==> config.mk <==
export PLATFORM = sky130hd
export DESIGN_NAME = axi4_lite_master_flat
export DESIGN_NICKNAME = d
export VERILOG_FILES = /design/src/rtl/axi4_lite_master_if.sv /design/src/rtl/axi4_lite_master.sv /design/src/flat_wrapper.sv
export SDC_FILE = /design/constraint.sdc
export NUM_CORES = 1
export LEC_CHECK = 0
export BUFFER_PORTS_ARGS = -buffer_cell sky130_fd_sc_hd__buf_2
export CORE_ASPECT_RATIO = 1.1
export CORE_MARGIN = 3
export CORE_UTILIZATION = 47
export DETAILED_ROUTE_END_ITERATION = 6
export GPL_ROUTABILITY_DRIVEN = 0
export PLACE_DENSITY = 0.85
export SKIP_CTS_REPAIR_TIMING = 1
export SYNTH_ARGS = -nofsm -noshare
export SYNTH_HDL_FRONTEND = slang
export SYNTH_SLANG_ARGS = --single-unit
export TNS_END_PERCENT = 5
==> constraint.sdc <==
create_clock -name aclk -period 4.6 [get_ports aclk]
set_clock_uncertainty 0.2 [all_clocks]
set_input_delay 0.92 -clock aclk [delete_from_list [all_inputs] [get_ports aclk]]
set_output_delay 0.92 -clock aclk [all_outputs]
set_load 0.05 [all_outputs]
==> src/rtl/axi4_lite_master_if.sv <==
`default_nettype none
// +----------------------------------------------------------------------------+
// | Module   : axi4_lite_master_if                                              |
// | Brief    : Command/response port plus AXI4-Lite bus for axi4_lite_master.   |
// |            Optional strobe ports appear with AXI_MASTER_WSTRB_EN.           |
// | Revision : 1.0 - initial release                                            |
// +----------------------------------------------------------------------------+
interface axi4_lite_master_if #(
  parameter int ADDR_WIDTH = 12,
  parameter int DATA_WIDTH = 32
);
  logic                  in_cmd_valid;
  logic                  out_cmd_ready;
  logic                  in_cmd_write;
  logic [ADDR_WIDTH-1:0] in_cmd_addr;
  logic [DATA_WIDTH-1:0] in_cmd_wdata;
  logic                  out_rsp_valid;
  logic                  in_rsp_ready;
  logic [DATA_WIDTH-1:0] out_rsp_rdata;
  logic [1:0]            out_rsp_resp;
  logic [ADDR_WIDTH-1:0] out_m_araddr;
  logic                  out_m_arvalid;
  logic                  in_m_arready;
  logic [DATA_WIDTH-1:0] in_m_rdata;
  logic [1:0]            in_m_rresp;
  logic                  in_m_rvalid;
  logic                  out_m_rready;
  logic [ADDR_WIDTH-1:0] out_m_awaddr;
  logic                  out_m_awvalid;
  logic                  in_m_awready;
  logic [DATA_WIDTH-1:0] out_m_wdata;
  logic                  out_m_wvalid;
  logic                  in_m_wready;
  logic [1:0]            in_m_bresp;
  logic                  in_m_bvalid;
  logic                  out_m_bready;
`ifdef AXI_MASTER_WSTRB_EN
  logic [DATA_WIDTH/8-1:0] in_cmd_wstrb;
  logic [DATA_WIDTH/8-1:0] out_m_wstrb;
`endif

  modport master (
`ifdef AXI_MASTER_WSTRB_EN
    input  in_cmd_wstrb,
    output out_m_wstrb,
`endif
    input  in_cmd_valid, in_cmd_write, in_cmd_addr, in_cmd_wdata, in_rsp_ready,
    input  in_m_arready, in_m_rdata, in_m_rresp, in_m_rvalid,
    input  in_m_awready, in_m_wready, in_m_bresp, in_m_bvalid,
    output out_cmd_ready, out_rsp_valid, out_rsp_rdata, out_rsp_resp,
    output out_m_araddr, out_m_arvalid, out_m_rready,
    output out_m_awaddr, out_m_awvalid, out_m_wdata, out_m_wvalid, out_m_bready
  );

  modport slave (
`ifdef AXI_MASTER_WSTRB_EN
    output in_cmd_wstrb,
    input  out_m_wstrb,
`endif
    output in_cmd_valid, in_cmd_write, in_cmd_addr, in_cmd_wdata, in_rsp_ready,
    output in_m_arready, in_m_rdata, in_m_rresp, in_m_rvalid,
    output in_m_awready, in_m_wready, in_m_bresp, in_m_bvalid,
    input  out_cmd_ready, out_rsp_valid, out_rsp_rdata, out_rsp_resp,
    input  out_m_araddr, out_m_arvalid, out_m_rready,
    input  out_m_awaddr, out_m_awvalid, out_m_wdata, out_m_wvalid, out_m_bready
  );
endinterface
`default_nettype wire

==> src/rtl/axi4_lite_master.sv <==
`default_nettype none
// +----------------------------------------------------------------------------+
// | Module   : axi4_lite_master                                                 |
// | Brief    : Single-outstanding AXI4-Lite initiator driven by a valid/ready   |
// |            command port. Macro AXI_MASTER_WSTRB_EN adds write strobes.      |
// | Revision : 1.0 - initial release                                            |
// +----------------------------------------------------------------------------+
module axi4_lite_master #(
  parameter int ADDR_WIDTH = 12,
  parameter int DATA_WIDTH = 32
) (
  input  logic               aclk,
  input  logic               areset,
  axi4_lite_master_if.master bus
);

  localparam int                    c_ALIGN_BITS = (DATA_WIDTH == 64) ? 3 : 2;
  localparam logic [ADDR_WIDTH-1:0] c_ADDR_MASK  = {ADDR_WIDTH{1'b1}} << c_ALIGN_BITS;

  typedef enum logic [2:0] {
    IDLE   = 3'd0,
    WRITE  = 3'd1,
    WAIT_B = 3'd2,
    READ   = 3'd3,
    WAIT_R = 3'd4,
    RESP   = 3'd5
  } state_t;

  state_t                r_state;
  logic                  r_cmd_ready;
  logic                  r_awvalid;
  logic                  r_wvalid;
  logic                  r_bready;
  logic                  r_arvalid;
  logic                  r_rready;
  logic                  r_rsp_valid;
  logic [ADDR_WIDTH-1:0] r_addr;
  logic [DATA_WIDTH-1:0] r_wdata;
  logic [DATA_WIDTH-1:0] r_rdata;
  logic [1:0]            r_resp;
`ifdef AXI_MASTER_WSTRB_EN
  logic [DATA_WIDTH/8-1:0] r_wstrb;
`endif

  // A channel is finished once its valid is low or is being accepted this cycle.
  logic w_aw_done;
  logic w_w_done;
  assign w_aw_done = ~r_awvalid | bus.in_m_awready;
  assign w_w_done  = ~r_wvalid  | bus.in_m_wready;

  always_ff @(posedge aclk) begin
    if (areset) begin
      r_state     <= IDLE;
      r_cmd_ready <= 1'b1;
      r_awvalid   <= 1'b0;
      r_wvalid    <= 1'b0;
      r_bready    <= 1'b0;
      r_arvalid   <= 1'b0;
      r_rready    <= 1'b0;
      r_rsp_valid <= 1'b0;
      r_addr      <= '0;
      r_wdata     <= '0;
      r_rdata     <= '0;
      r_resp      <= 2'b00;
`ifdef AXI_MASTER_WSTRB_EN
      r_wstrb     <= '0;
`endif
    end else begin
      case (r_state)
        IDLE: begin
          if (bus.in_cmd_valid) begin
            r_cmd_ready <= 1'b0;
            r_addr      <= bus.in_cmd_addr & c_ADDR_MASK;
            if (bus.in_cmd_write) begin
              r_wdata   <= bus.in_cmd_wdata;
`ifdef AXI_MASTER_WSTRB_EN
              r_wstrb   <= bus.in_cmd_wstrb;
`endif
              r_awvalid <= 1'b1;
              r_wvalid  <= 1'b1;
              r_state   <= WRITE;
            end else begin
              r_arvalid <= 1'b1;
              r_state   <= READ;
            end
          end
        end
        WRITE: begin
          if (r_awvalid && bus.in_m_awready) r_awvalid <= 1'b0;
          if (r_wvalid && bus.in_m_wready)   r_wvalid  <= 1'b0;
          if (w_aw_done && w_w_done) begin
            r_bready <= 1'b1;
            r_state  <= WAIT_B;
          end
        end
        WAIT_B: begin
          if (bus.in_m_bvalid) begin
            r_bready    <= 1'b0;
            r_resp      <= bus.in_m_bresp;
            r_rdata     <= '0;
            r_rsp_valid <= 1'b1;
            r_state     <= RESP;
          end
        end
        READ: begin
          if (bus.in_m_arready) begin
            r_arvalid <= 1'b0;
            r_rready  <= 1'b1;
            r_state   <= WAIT_R;
          end
        end
        WAIT_R: begin
          if (bus.in_m_rvalid) begin
            r_rready    <= 1'b0;
            r_rdata     <= bus.in_m_rdata;
            r_resp      <= bus.in_m_rresp;
            r_rsp_valid <= 1'b1;
            r_state     <= RESP;
          end
        end
        RESP: begin
          // Idle (and ready) only from the cycle after the response handshake.
          if (bus.in_rsp_ready) begin
            r_rsp_valid <= 1'b0;
            r_cmd_ready <= 1'b1;
            r_state     <= IDLE;
          end
        end
        default: begin
          r_state <= IDLE;
        end
      endcase
    end
  end

  assign bus.out_cmd_ready = r_cmd_ready;
  assign bus.out_rsp_valid = r_rsp_valid;
  assign bus.out_rsp_rdata = r_rdata;
  assign bus.out_rsp_resp  = r_resp;
  assign bus.out_m_araddr  = r_addr;
  assign bus.out_m_arvalid = r_arvalid;
  assign bus.out_m_rready  = r_rready;
  assign bus.out_m_awaddr  = r_addr;
  assign bus.out_m_awvalid = r_awvalid;
  assign bus.out_m_wdata   = r_wdata;
  assign bus.out_m_wvalid  = r_wvalid;
  assign bus.out_m_bready  = r_bready;
`ifdef AXI_MASTER_WSTRB_EN
  assign bus.out_m_wstrb   = r_wstrb;
`endif

endmodule
`default_nettype wire

==> src/flat_wrapper.sv <==
// flat-port wrapper written by rule: the top's interface ports become plain ports
module axi4_lite_master_flat 
#(
  parameter int ADDR_WIDTH = 12,
  parameter int DATA_WIDTH = 32
)
  (aclk, areset, bus_in_cmd_valid, bus_in_cmd_write, bus_in_cmd_addr, bus_in_cmd_wdata, bus_in_rsp_ready, bus_in_m_arready, bus_in_m_rdata, bus_in_m_rresp, bus_in_m_rvalid, bus_in_m_awready, bus_in_m_wready, bus_in_m_bresp, bus_in_m_bvalid, bus_out_cmd_ready, bus_out_rsp_valid, bus_out_rsp_rdata, bus_out_rsp_resp, bus_out_m_araddr, bus_out_m_arvalid, bus_out_m_rready, bus_out_m_awaddr, bus_out_m_awvalid, bus_out_m_wdata, bus_out_m_wvalid, bus_out_m_bready);
  axi4_lite_master_if #(.ADDR_WIDTH(ADDR_WIDTH), .DATA_WIDTH(DATA_WIDTH)) bus_i ();
  input  logic aclk;
  input  logic areset;
  input wire logic [$bits(bus_i.in_cmd_valid)-1:0] bus_in_cmd_valid;
  input wire logic [$bits(bus_i.in_cmd_write)-1:0] bus_in_cmd_write;
  input wire logic [$bits(bus_i.in_cmd_addr)-1:0] bus_in_cmd_addr;
  input wire logic [$bits(bus_i.in_cmd_wdata)-1:0] bus_in_cmd_wdata;
  input wire logic [$bits(bus_i.in_rsp_ready)-1:0] bus_in_rsp_ready;
  input wire logic [$bits(bus_i.in_m_arready)-1:0] bus_in_m_arready;
  input wire logic [$bits(bus_i.in_m_rdata)-1:0] bus_in_m_rdata;
  input wire logic [$bits(bus_i.in_m_rresp)-1:0] bus_in_m_rresp;
  input wire logic [$bits(bus_i.in_m_rvalid)-1:0] bus_in_m_rvalid;
  input wire logic [$bits(bus_i.in_m_awready)-1:0] bus_in_m_awready;
  input wire logic [$bits(bus_i.in_m_wready)-1:0] bus_in_m_wready;
  input wire logic [$bits(bus_i.in_m_bresp)-1:0] bus_in_m_bresp;
  input wire logic [$bits(bus_i.in_m_bvalid)-1:0] bus_in_m_bvalid;
  output wire logic [$bits(bus_i.out_cmd_ready)-1:0] bus_out_cmd_ready;
  output wire logic [$bits(bus_i.out_rsp_valid)-1:0] bus_out_rsp_valid;
  output wire logic [$bits(bus_i.out_rsp_rdata)-1:0] bus_out_rsp_rdata;
  output wire logic [$bits(bus_i.out_rsp_resp)-1:0] bus_out_rsp_resp;
  output wire logic [$bits(bus_i.out_m_araddr)-1:0] bus_out_m_araddr;
  output wire logic [$bits(bus_i.out_m_arvalid)-1:0] bus_out_m_arvalid;
  output wire logic [$bits(bus_i.out_m_rready)-1:0] bus_out_m_rready;
  output wire logic [$bits(bus_i.out_m_awaddr)-1:0] bus_out_m_awaddr;
  output wire logic [$bits(bus_i.out_m_awvalid)-1:0] bus_out_m_awvalid;
  output wire logic [$bits(bus_i.out_m_wdata)-1:0] bus_out_m_wdata;
  output wire logic [$bits(bus_i.out_m_wvalid)-1:0] bus_out_m_wvalid;
  output wire logic [$bits(bus_i.out_m_bready)-1:0] bus_out_m_bready;
  assign bus_i.in_cmd_valid = bus_in_cmd_valid;
  assign bus_i.in_cmd_write = bus_in_cmd_write;
  assign bus_i.in_cmd_addr = bus_in_cmd_addr;
  assign bus_i.in_cmd_wdata = bus_in_cmd_wdata;
  assign bus_i.in_rsp_ready = bus_in_rsp_ready;
  assign bus_i.in_m_arready = bus_in_m_arready;
  assign bus_i.in_m_rdata = bus_in_m_rdata;
  assign bus_i.in_m_rresp = bus_in_m_rresp;
  assign bus_i.in_m_rvalid = bus_in_m_rvalid;
  assign bus_i.in_m_awready = bus_in_m_awready;
  assign bus_i.in_m_wready = bus_in_m_wready;
  assign bus_i.in_m_bresp = bus_in_m_bresp;
  assign bus_i.in_m_bvalid = bus_in_m_bvalid;
  assign bus_out_cmd_ready = bus_i.out_cmd_ready;
  assign bus_out_rsp_valid = bus_i.out_rsp_valid;
  assign bus_out_rsp_rdata = bus_i.out_rsp_rdata;
  assign bus_out_rsp_resp = bus_i.out_rsp_resp;
  assign bus_out_m_araddr = bus_i.out_m_araddr;
  assign bus_out_m_arvalid = bus_i.out_m_arvalid;
  assign bus_out_m_rready = bus_i.out_m_rready;
  assign bus_out_m_awaddr = bus_i.out_m_awaddr;
  assign bus_out_m_awvalid = bus_i.out_m_awvalid;
  assign bus_out_m_wdata = bus_i.out_m_wdata;
  assign bus_out_m_wvalid = bus_i.out_m_wvalid;
  assign bus_out_m_bready = bus_i.out_m_bready;
  axi4_lite_master #(.ADDR_WIDTH(ADDR_WIDTH), .DATA_WIDTH(DATA_WIDTH)) u_core (.aclk(aclk), .areset(areset), .bus(bus_i));
endmodule
# Yosys cells after proc, flatten, opt, wreduce, memory -nomap -nowiden

Cells that the tools add are included.

Equal/unequal tests: 15
Multiplexer cells: 37
Bitwise operators: 4
Reduce and logical (&&, ||, !) cells: 22

Operators with widths:

| cell                                                | number |
|---|---|
| two-way mux 32 bit                                  | 2 |
| case mux 32 bit (2 select lines)                    | 1 |
| two-way mux 3 bit                                   | 6 |
| case mux 3 bit (6 select lines)                     | 1 |
| two-way mux 1 bit                                   | 16 |
| AND reduction 4 bit                                 | 4 |
| AND reduction 3 bit                                 | 5 |
| != test 2 bit, second input constant                | 7 |
| case mux 1 bit (2 select lines)                     | 6 |
| nonzero test 2 bit                                  | 6 |
| equality test 3 x 2 -> 1 bit, second input constant | 2 |
| equality test 3 bit, second input constant          | 2 |
| two-way mux 2 bit                                   | 3 |
| != test 2 x 1 -> 1 bit, second input constant       | 3 |
| AND reduction 6 bit                                 | 1 |
| case mux 2 bit (2 select lines)                     | 1 |
| equality test 3 x 1 -> 1 bit, second input constant | 1 |
| logical AND 1 bit                                   | 3 |
| zero test 3 bit                                     | 1 |
| case mux 1 bit (3 select lines)                     | 1 |
| nonzero test 3 bit                                  | 1 |
| NOT 1 bit                                           | 2 |
| OR 1 bit                                            | 2 |
| AND reduction 2 bit                                 | 1 |

Flip-flop bits (word level): 86
Input port bits: 90
Output and inout port bits: 97
Word-level logic and storage cells: 90

# Longest topological paths before layout

Gate-level depths: netlist of run 1.

Word-level depth: 5
Mapped depth: 7
Depth with buffers taken out: 4

# Worst setup path before layout of run 1

No wires, ideal clock.

Kind: input to register
Start point: input port bus_in_cmd_valid
End point: register u_core.r_wdata[4] (netlist: u_core.bus.out_m_wdata[4])
Library setup time: 0.071 ns
Arrival: 1.816 ns
Data required time: 4.329 ns
Slack: 2.513 ns
Stages on the path: 5
Cell sequence: or4b_4 nor2_4 buf_6 nand2_1 a21oi_1

Longest elaborated chain between the ends: 1

RTL lines:

| element                              | RTL line               | text |
|---|---|---|
| from (decl)                          | flat_wrapper.sv:11     | `input wire logic [$bits(bus_i.in_cmd_valid)-1:0] bus_in_cmd_valid;` |
| AND reduction 3 bit (no source line) | -                      |  |
| to (signal assigned)                 | axi4_lite_master.sv:75 | `r_wdata <= bus.in_cmd_wdata;` |
| to (decl)                            | axi4_lite_master.sv:38 | `logic [DATA_WIDTH-1:0] r_wdata;` |

No other way between the ends.
A chain may end at the register's enable or synchronous reset.

# Final worst setup path of run 1

Start point: register u_core.r_state[2]
End point: register u_core.r_rdata[14] (netlist: u_core.bus.out_rsp_rdata[14])

Longest elaborated chain between the ends: 3

RTL lines:

| element                                                              | RTL line                | text |
|---|---|---|
| from (decl)                                                          | axi4_lite_master.sv:29  | `state_t r_state;` |
| from (signal assigned)                                               | axi4_lite_master.sv:53  | `r_state <= IDLE;` |
| from (signal assigned)                                               | axi4_lite_master.sv:81  | `r_state <= WRITE;` |
| from (signal assigned)                                               | axi4_lite_master.sv:84  | `r_state <= READ;` |
| equality test 3 bit or equality test 3 x 2 -> 1 bit (tied branches)  | axi4_lite_master.sv:69  | `case (r_state)` |
| != test 2 bit (no source line) or nonzero test 2 bit (tied branches) | -                       |  |
| AND reduction 3 bit (no source line)                                 | -                       |  |
| to (signal assigned)                                                 | axi4_lite_master.sv:115 | `r_rdata <= bus.in_m_rdata;` |
| to (decl)                                                            | axi4_lite_master.sv:39  | `logic [DATA_WIDTH-1:0] r_rdata;` |

Several ways; a longest one is shown, not always the timed one.

==> results of run 1 <==
[metal layers]
layer / track usage / vias up / part of all wire / wire length (um)
met5: 0 / - / 0 / 0
met4: 0.0858 / 0 / 0.013 / 109
met3: 0.0667 / 8 / 0.094 / 787
met2: 0.381 / 129 / 0.51 / 4280
met1: 0.212 / 1441 / 0.38 / 3190
li1: - / 1579 / - / -
[how the worst max path moves through the flow]
stage | to | cells past startpoint | from
after floorplan | u_core.bus.out_m_wdata[4]$_SDFFE_PP0P_ | 5 | bus_in_cmd_valid
after global placement | u_core.bus.out_m_wdata[10]$_SDFFE_PP0P_ | 6 | bus_in_cmd_valid
after detailed placement | u_core.bus.out_m_wdata[30]$_SDFFE_PP0P_ | 6 | bus_in_cmd_valid
after CTS | u_core.bus.out_m_wdata[30]$_SDFFE_PP0P_ | 6 | bus_in_cmd_valid
after global routing | u_core.bus.out_m_wdata[23]$_SDFFE_PP0P_ | 5 | u_core.r_state[0]$_SDFFE_PP0P_
final | u_core.bus.out_rsp_rdata[14]$_SDFFE_PP0P_ | 4 | u_core.r_state[2]$_SDFFE_PP0P_
[where the power goes]
| group | switching, W | internal [W] | leakage, nW |
|---|---|---|---|
| logic | 0.000588 | 0.000212 | 1.24 |
| clock network | 0.000257 | 0.000305 | 0.106 |
| registers | 0.0000862 | 0.000833 | 0.698 |
[worst max-delay path, stage by stage (launching register included)]
cell,delay (ps)
dfxtp_1,610
nor3b_2,340
and2_1,950
a22oi_1,160
nor2_1,170
[metrics by stage]
| stage | total power, W | worst slack, ps | cell area (um2) | hold WS, ps |
|---|---|---|---|---|
| final | 0.00228 | 2100 | 4280 | 255 |
| after global routing | 0.00241 | 1800 | 4280 | 277 |
| after CTS | 0.00231 | 2070 | 4280 | 258 |
| after detailed placement | 0.00174 | 1690 | 4060 | 245 |
| after global placement | 0.00172 | 1760 | 4060 | 238 |
| after floorplan | 0.00159 | 2510 | 3300 | 455 |
[synth_stat cells]
library cell / number / area [um2]
dfxtp_1: 86 / 1720
mux2_2: 2 / 22.5
a221oi_1: 1 / 8.76
o21ai_0: 4 / 20.0
o221ai_1: 1 / 8.76
nor3_1: 4 / 20.0
nor3b_2: 1 / 12.5
buf_4: 14 / 105
mux2i_1: 5 / 50.1
nor2b_1: 4 / 25.0
or4b_4: 1 / 13.8
conb_1: 1 / 3.75
nand2_1: 90 / 338
a22oi_1: 32 / 240
o311ai_1: 1 / 8.76
a21oi_1: 51 / 255
a21o_1: 1 / 7.51
nor2_4: 1 / 11.3
clkbuf_1: 18 / 67.6
o211ai_1: 1 / 7.51
inv_1: 3 / 11.3
buf_1: 3 / 11.3
nor2_1: 41 / 154
a31oi_1: 1 / 6.26
nor4b_2: 1 / 15.0
a211o_1: 1 / 8.76
buf_6: 4 / 45.0
nand3b_1: 2 / 15.0
and2_1: 1 / 6.26
nor4bb_1: 1 / 10.0
buf_2: 5 / 25.0
nand2b_1: 5 / 31.3
[registers in the layout, summed over array words and instances (netlist names)]
name / flops
u_core.bus.out_rsp_rdata: 32
u_core.bus.out_m_arvalid: 1
u_core.bus.out_m_araddr: 10
u_core.bus.out_m_wvalid: 1
u_core.bus.out_m_rready: 1
u_core.bus.out_rsp_resp: 2
u_core.bus.out_rsp_valid: 1
u_core.bus.out_m_awvalid: 1
u_core.bus.out_m_bready: 1
u_core.bus.out_m_wdata: 32
u_core.bus.out_cmd_ready: 1
u_core.r_state: 3
[cell families after synthesis]
family / share of synthesized area
buffers and inverters: 0.0807
DFF: 0.524
and+or+nand+nor: 0.198
other: 0.00114
AOI/OAI and AO/OA: 0.174
muxes: 0.0221
[layout by cell type, fill, tap and decap left out, drive strengths merged, types with 2 or more instances in the layout]
cell and n:
a21oi 51, a22oi 32, buf 182, bufinv 2, clkbuf 10, clkinv 3, conb 4, dfxtp 86
inv 3, mux2 2, mux2i 5, nand2 90, nand2b 5, nand3b 2, nor2 42, nor2b 4
nor3 4, o21ai 4
[layout make-up]
cell class	instances	area, um2	share of cell area
sequential	86	1720	0.403
multi-input combinational	257	1310	0.307
timing repair buffer	182	916	0.214
clock buffer	10	128	0.0298
tap	82	103	0.0240
clock inverter	6	86.3	0.0202
inverter	3	11.3	0.00263
==> reports/metrics.yaml, run 1 <==
status:
  run_status: "finished, final reports clean"
global_route:
  grt_util_all_layers: 0.206
  gr-total-overflow: 0
  grt_max_degree: 57
  antenna_found_initial: 0
  grt_pass1_wl_um: 13300
  grt_pass1_vias: 3089
routing:
  wl_per_cell_um: 13.4
  routed_wl_um: 8370
  dr.pass1.iters: 4
  num_vias: 3157
  drt_iter0_markers: 105
  vias_per_cell: 5.04
  drtAntennaViolNets: 0
  drc: 0
layout:
  num-nets-final: 629
  drive_above_1_share: 0.373
  fill_cells: 576
  synthToLayoutAreaGrowth_pct: 30.1
  antennaDiodeCount: 0
  stdcell_count: 626
  final_util: 0.641
yosys:
  ys.warnings.count: 0
  seq_area_frac_synth: 0.524
  netlist_area_um2: 3290
  avgSynthCellArea_um2: 8.49
  synth_cell_types: 32
  syn-instance-count: 387
  ys_ff_latch: 86
pwr:
  power.leakage_nw: 2.04
  irDropWorstVdd_mv: 0.292
  power_density_nw_per_um2: 534
clock_network:
  cts-buffers-inserted: 9
  clk_latency_ps: 340
  cts.path.max_buffers: 2
  htree_levels: 3
  cts_root_buffer: "clkbuf_8"
  numClockSinks: 86
  clkTransAtPathRegs_ps: 80
  cts_tree: "done"
setup_path:
  reg2reg_slack_ps: 2100
  critPathRequiredTime_ps: 4670
  reg2reg_depth: 4
  r2r-end: "u_core.bus.out_rsp_rdata[14]$_SDFFE_PP0P_"
  crit_path_end_kind: "flip-flop"
  criticalPathCategory: "reg2reg"
  r2r-start: "u_core.r_state[2]$_SDFFE_PP0P_"
  cp_max_fo: 33
  worst_ep_arrival_time_ps: 2580
  worstSetupStartpointType: "flip-flop"
floorplanning:
  ioPinCount: 187
  num_rows: 31
  start_util: 0.493
  die_height_um: 93.7
  coreArea_um2: 6670
  die_area_um2: 8030
  die_x_um: 85.7
timing:
  period_share: 0.545
  worstMarginPinSlew_ps: 1170
  setup_violations: 0
  slew_headroom: 0.221
  setup_tns_ps: 0
  finalHoldViolCount: 0
  grt_setup_unrepaired: "no"
  drv_slew: 0
  finalCriticalPeriod_ps: 2500
  fmax_mhz: 399
hold_path:
  hold_class: "reg2reg"
  min_to: "u_core.bus.out_m_wdata[3]$_SDFFE_PP0P_"
  min-delay-start: "u_core.bus.out_m_wdata[3]$_SDFFE_PP0P_"
  holdPathStages: 2
run:
  cap_violations: 0
placed_design:
  dp_hpwl_um: 6110
  port_buffers: 180
  place_inst: 610
Power figures use the tool's default switching activity.
==> run 2: changes to the inputs <==
- CORE_UTILIZATION: 47 -> 44
- PLACE_DENSITY: 0.85 -> 0.8
- clock period: 4.6 -> 2.4 ns (I/O delays scaled with it)
==> run 2 against run 1 <==
Setup slack got worse by 1600 ps; die area up 6.4%; power up 86%; clock power up 58%; critical path depth up 1; largest cell class unchanged.
==> reports/metrics.yaml, run 2 (synthesis results as in run 1) <==
setup_path:
  critPathTopFamily: "simple AND/OR/NAND/NOR gates"
  crit_path_end_kind: "flip-flop"
  crit_chain: "or4b_4, nor2_4, buf_12, nand2_1, a21oi_1"
  criticalPathCategory: "reg2reg"
  max_stage_delay_ps: 690
  critPathRequiredTime_ps: 2460
  cp_max_fo: 32
  path_buf_inv: 1
  cp_slowest_cell: "or4b_4"
  worst_ep_arrival_time_ps: 2020
  worstSetupStartpointType: "flip-flop"
timing:
  finalCriticalPeriod_ps: 1950
  worstMarginPinSlew_ps: 519
  drv_slew: 0
  grt_setup_unrepaired: "no"
  setup_tns_ps: 0
  setup_ws_ps: 446
  setup_violations: 0
  finalHoldViolCount: 0
  slew_headroom: 0.654
  fmax_mhz: 512
  period_share: 0.814
pwr:
  p_int_w: 0.00248
  p_seq_frac: 0.410
  power_density_nw_per_um2: 978
  irDropWorstVdd_mv: 0.514
  power.leakage_nw: 2.08
  power_frac_clock: 0.210
  p_switching_w: 0.00176
  combPwrFrac: 0.381
  switching_share: 0.416
floorplanning:
  start_util: 0.461
  die_area_um2: 8540
  ioPinCount: 187
  coreArea_um2: 7130
  die_height_um: 96.7
  die_x_um: 88.4
  num_rows: 32
clock_network:
  cts.path.max_buffers: 2
  cts_tree: "done"
  clkTransAtPathRegs_ps: 80
  htree_levels: 3
  cts_root_buffer: "clkbuf_8"
  clk_latency_ps: 330
  numClockSinks: 86
  cts-buffers-inserted: 9
routing:
  num_vias: 3193
  dr.pass1.iters: 4
  drtAntennaViolNets: 0
  vias_per_cell: 5.01
  drt_iter0_markers: 49
  routed_wl_um: 8130
  drc: 0
  wl_per_cell_um: 12.8
global_route:
  grt_util_all_layers: 0.183
  grt_pass1_wl_um: 12800
  grt_pass1_vias: 3057
  gr-total-overflow: 0
  antenna_found_initial: 0
  grt_max_degree: 38
status:
  run_status: "finished, final reports clean"
placed_design:
  port_buffers: 180
  dp_hpwl_um: 6150
  place_inst: 622
  dpl_worst_slack_ps: 406
layout:
  num-nets-final: 638
  drive_above_1_share: 0.384
  synthToLayoutAreaGrowth_pct: 31.8
  final_cell_mix: "buf_2, nand2_1, dfxtp_1"
  layout_commonest_cell: "buf_2"
  antennaDiodeCount: 0
  stdcell_count: 637
  fill_cells: 616
hold_path:
  hold_class: "in2reg"
run:
  cap_violations: 0
==> run 2: cell count changes in the layout (fill, tap and decap cells not counted) <==
| cell | delta |
|---|---|
| buf_12 | +2 |
| clkinv_4 | -1 |
| clkbuf_8 | +2 |
| clkbuf_1 | -1 |
| buf_4 | +7 |
| bufinv_16 | -2 |
| clkinv_2 | +1 |
==> run 2: final cells by class <==
type / instances / area (um2) / share of cell area
tap: 85 / 106 / 0.0245
timing repair buffer: 191 / 1010 / 0.233
sequential: 86 / 1720 / 0.397
clock buffer: 11 / 151 / 0.0349
multi-input combinational: 257 / 1310 / 0.303
clock inverter: 4 / 22.5 / 0.00520
inverter: 3 / 11.3 / 0.00260
==> run 2: metal layers <==
metal,routed length [um],share of wire,track usage
met5,0,0,0
met2,3940,0.49,0.324
met3,752,0.093,0.0537
met1,3260,0.40,0.199
met4,174,0.021,0.0733
==> run 2: worst paths after layout <==
path,startpoint,endpoint,slack (ps),cells after the start
max reg2reg,u_core.r_state[2]$_SDFFE_PP0P_,u_core.bus.out_m_wdata[21]$_SDFFE_PP0P_,450,5
min,bus_in_cmd_wdata[7],u_core.bus.out_m_wdata[7]$_SDFFE_PP0P_,170,3
max,u_core.r_state[2]$_SDFFE_PP0P_,u_core.bus.out_m_wdata[21]$_SDFFE_PP0P_,450,5
min reg2reg,u_core.bus.out_m_wdata[0]$_SDFFE_PP0P_,u_core.bus.out_m_wdata[0]$_SDFFE_PP0P_,250,2
==> run 2: worst register-to-register path, cell delays in order (launching register included) <==
cell     delay (ps)
dfxtp_1         450
or4b_4          700
nor2_4          140
buf_12          190
nand2_1          80
a21oi_1         130
==> run 2: power by group through the flow <==
stage	logic [W]	registers [W]	clock network (W)
after floorplan	0.000806	0.00224	0
after global placement	0.00160	0.00176	0
after detailed placement	0.00163	0.00177	0
after CTS	0.00163	0.00174	0.000925
after global routing	0.00174	0.00176	0.000978
final	0.00161	0.00174	0.000888
==> run 2: stage by stage <==
step | util | total power [W] | instance area (um2) | hold slack, ps
after floorplan | - | 0.00305 | 3300 | 416
after global placement | 0.584 | 0.00336 | 4160 | 239
after global routing | 0.608 | 0.00448 | 4330 | 165
after detailed placement | 0.584 | 0.00340 | 4160 | 245
after CTS | 0.608 | 0.00429 | 4330 | 153
final | 0.608 | 0.00424 | 4330 | 173
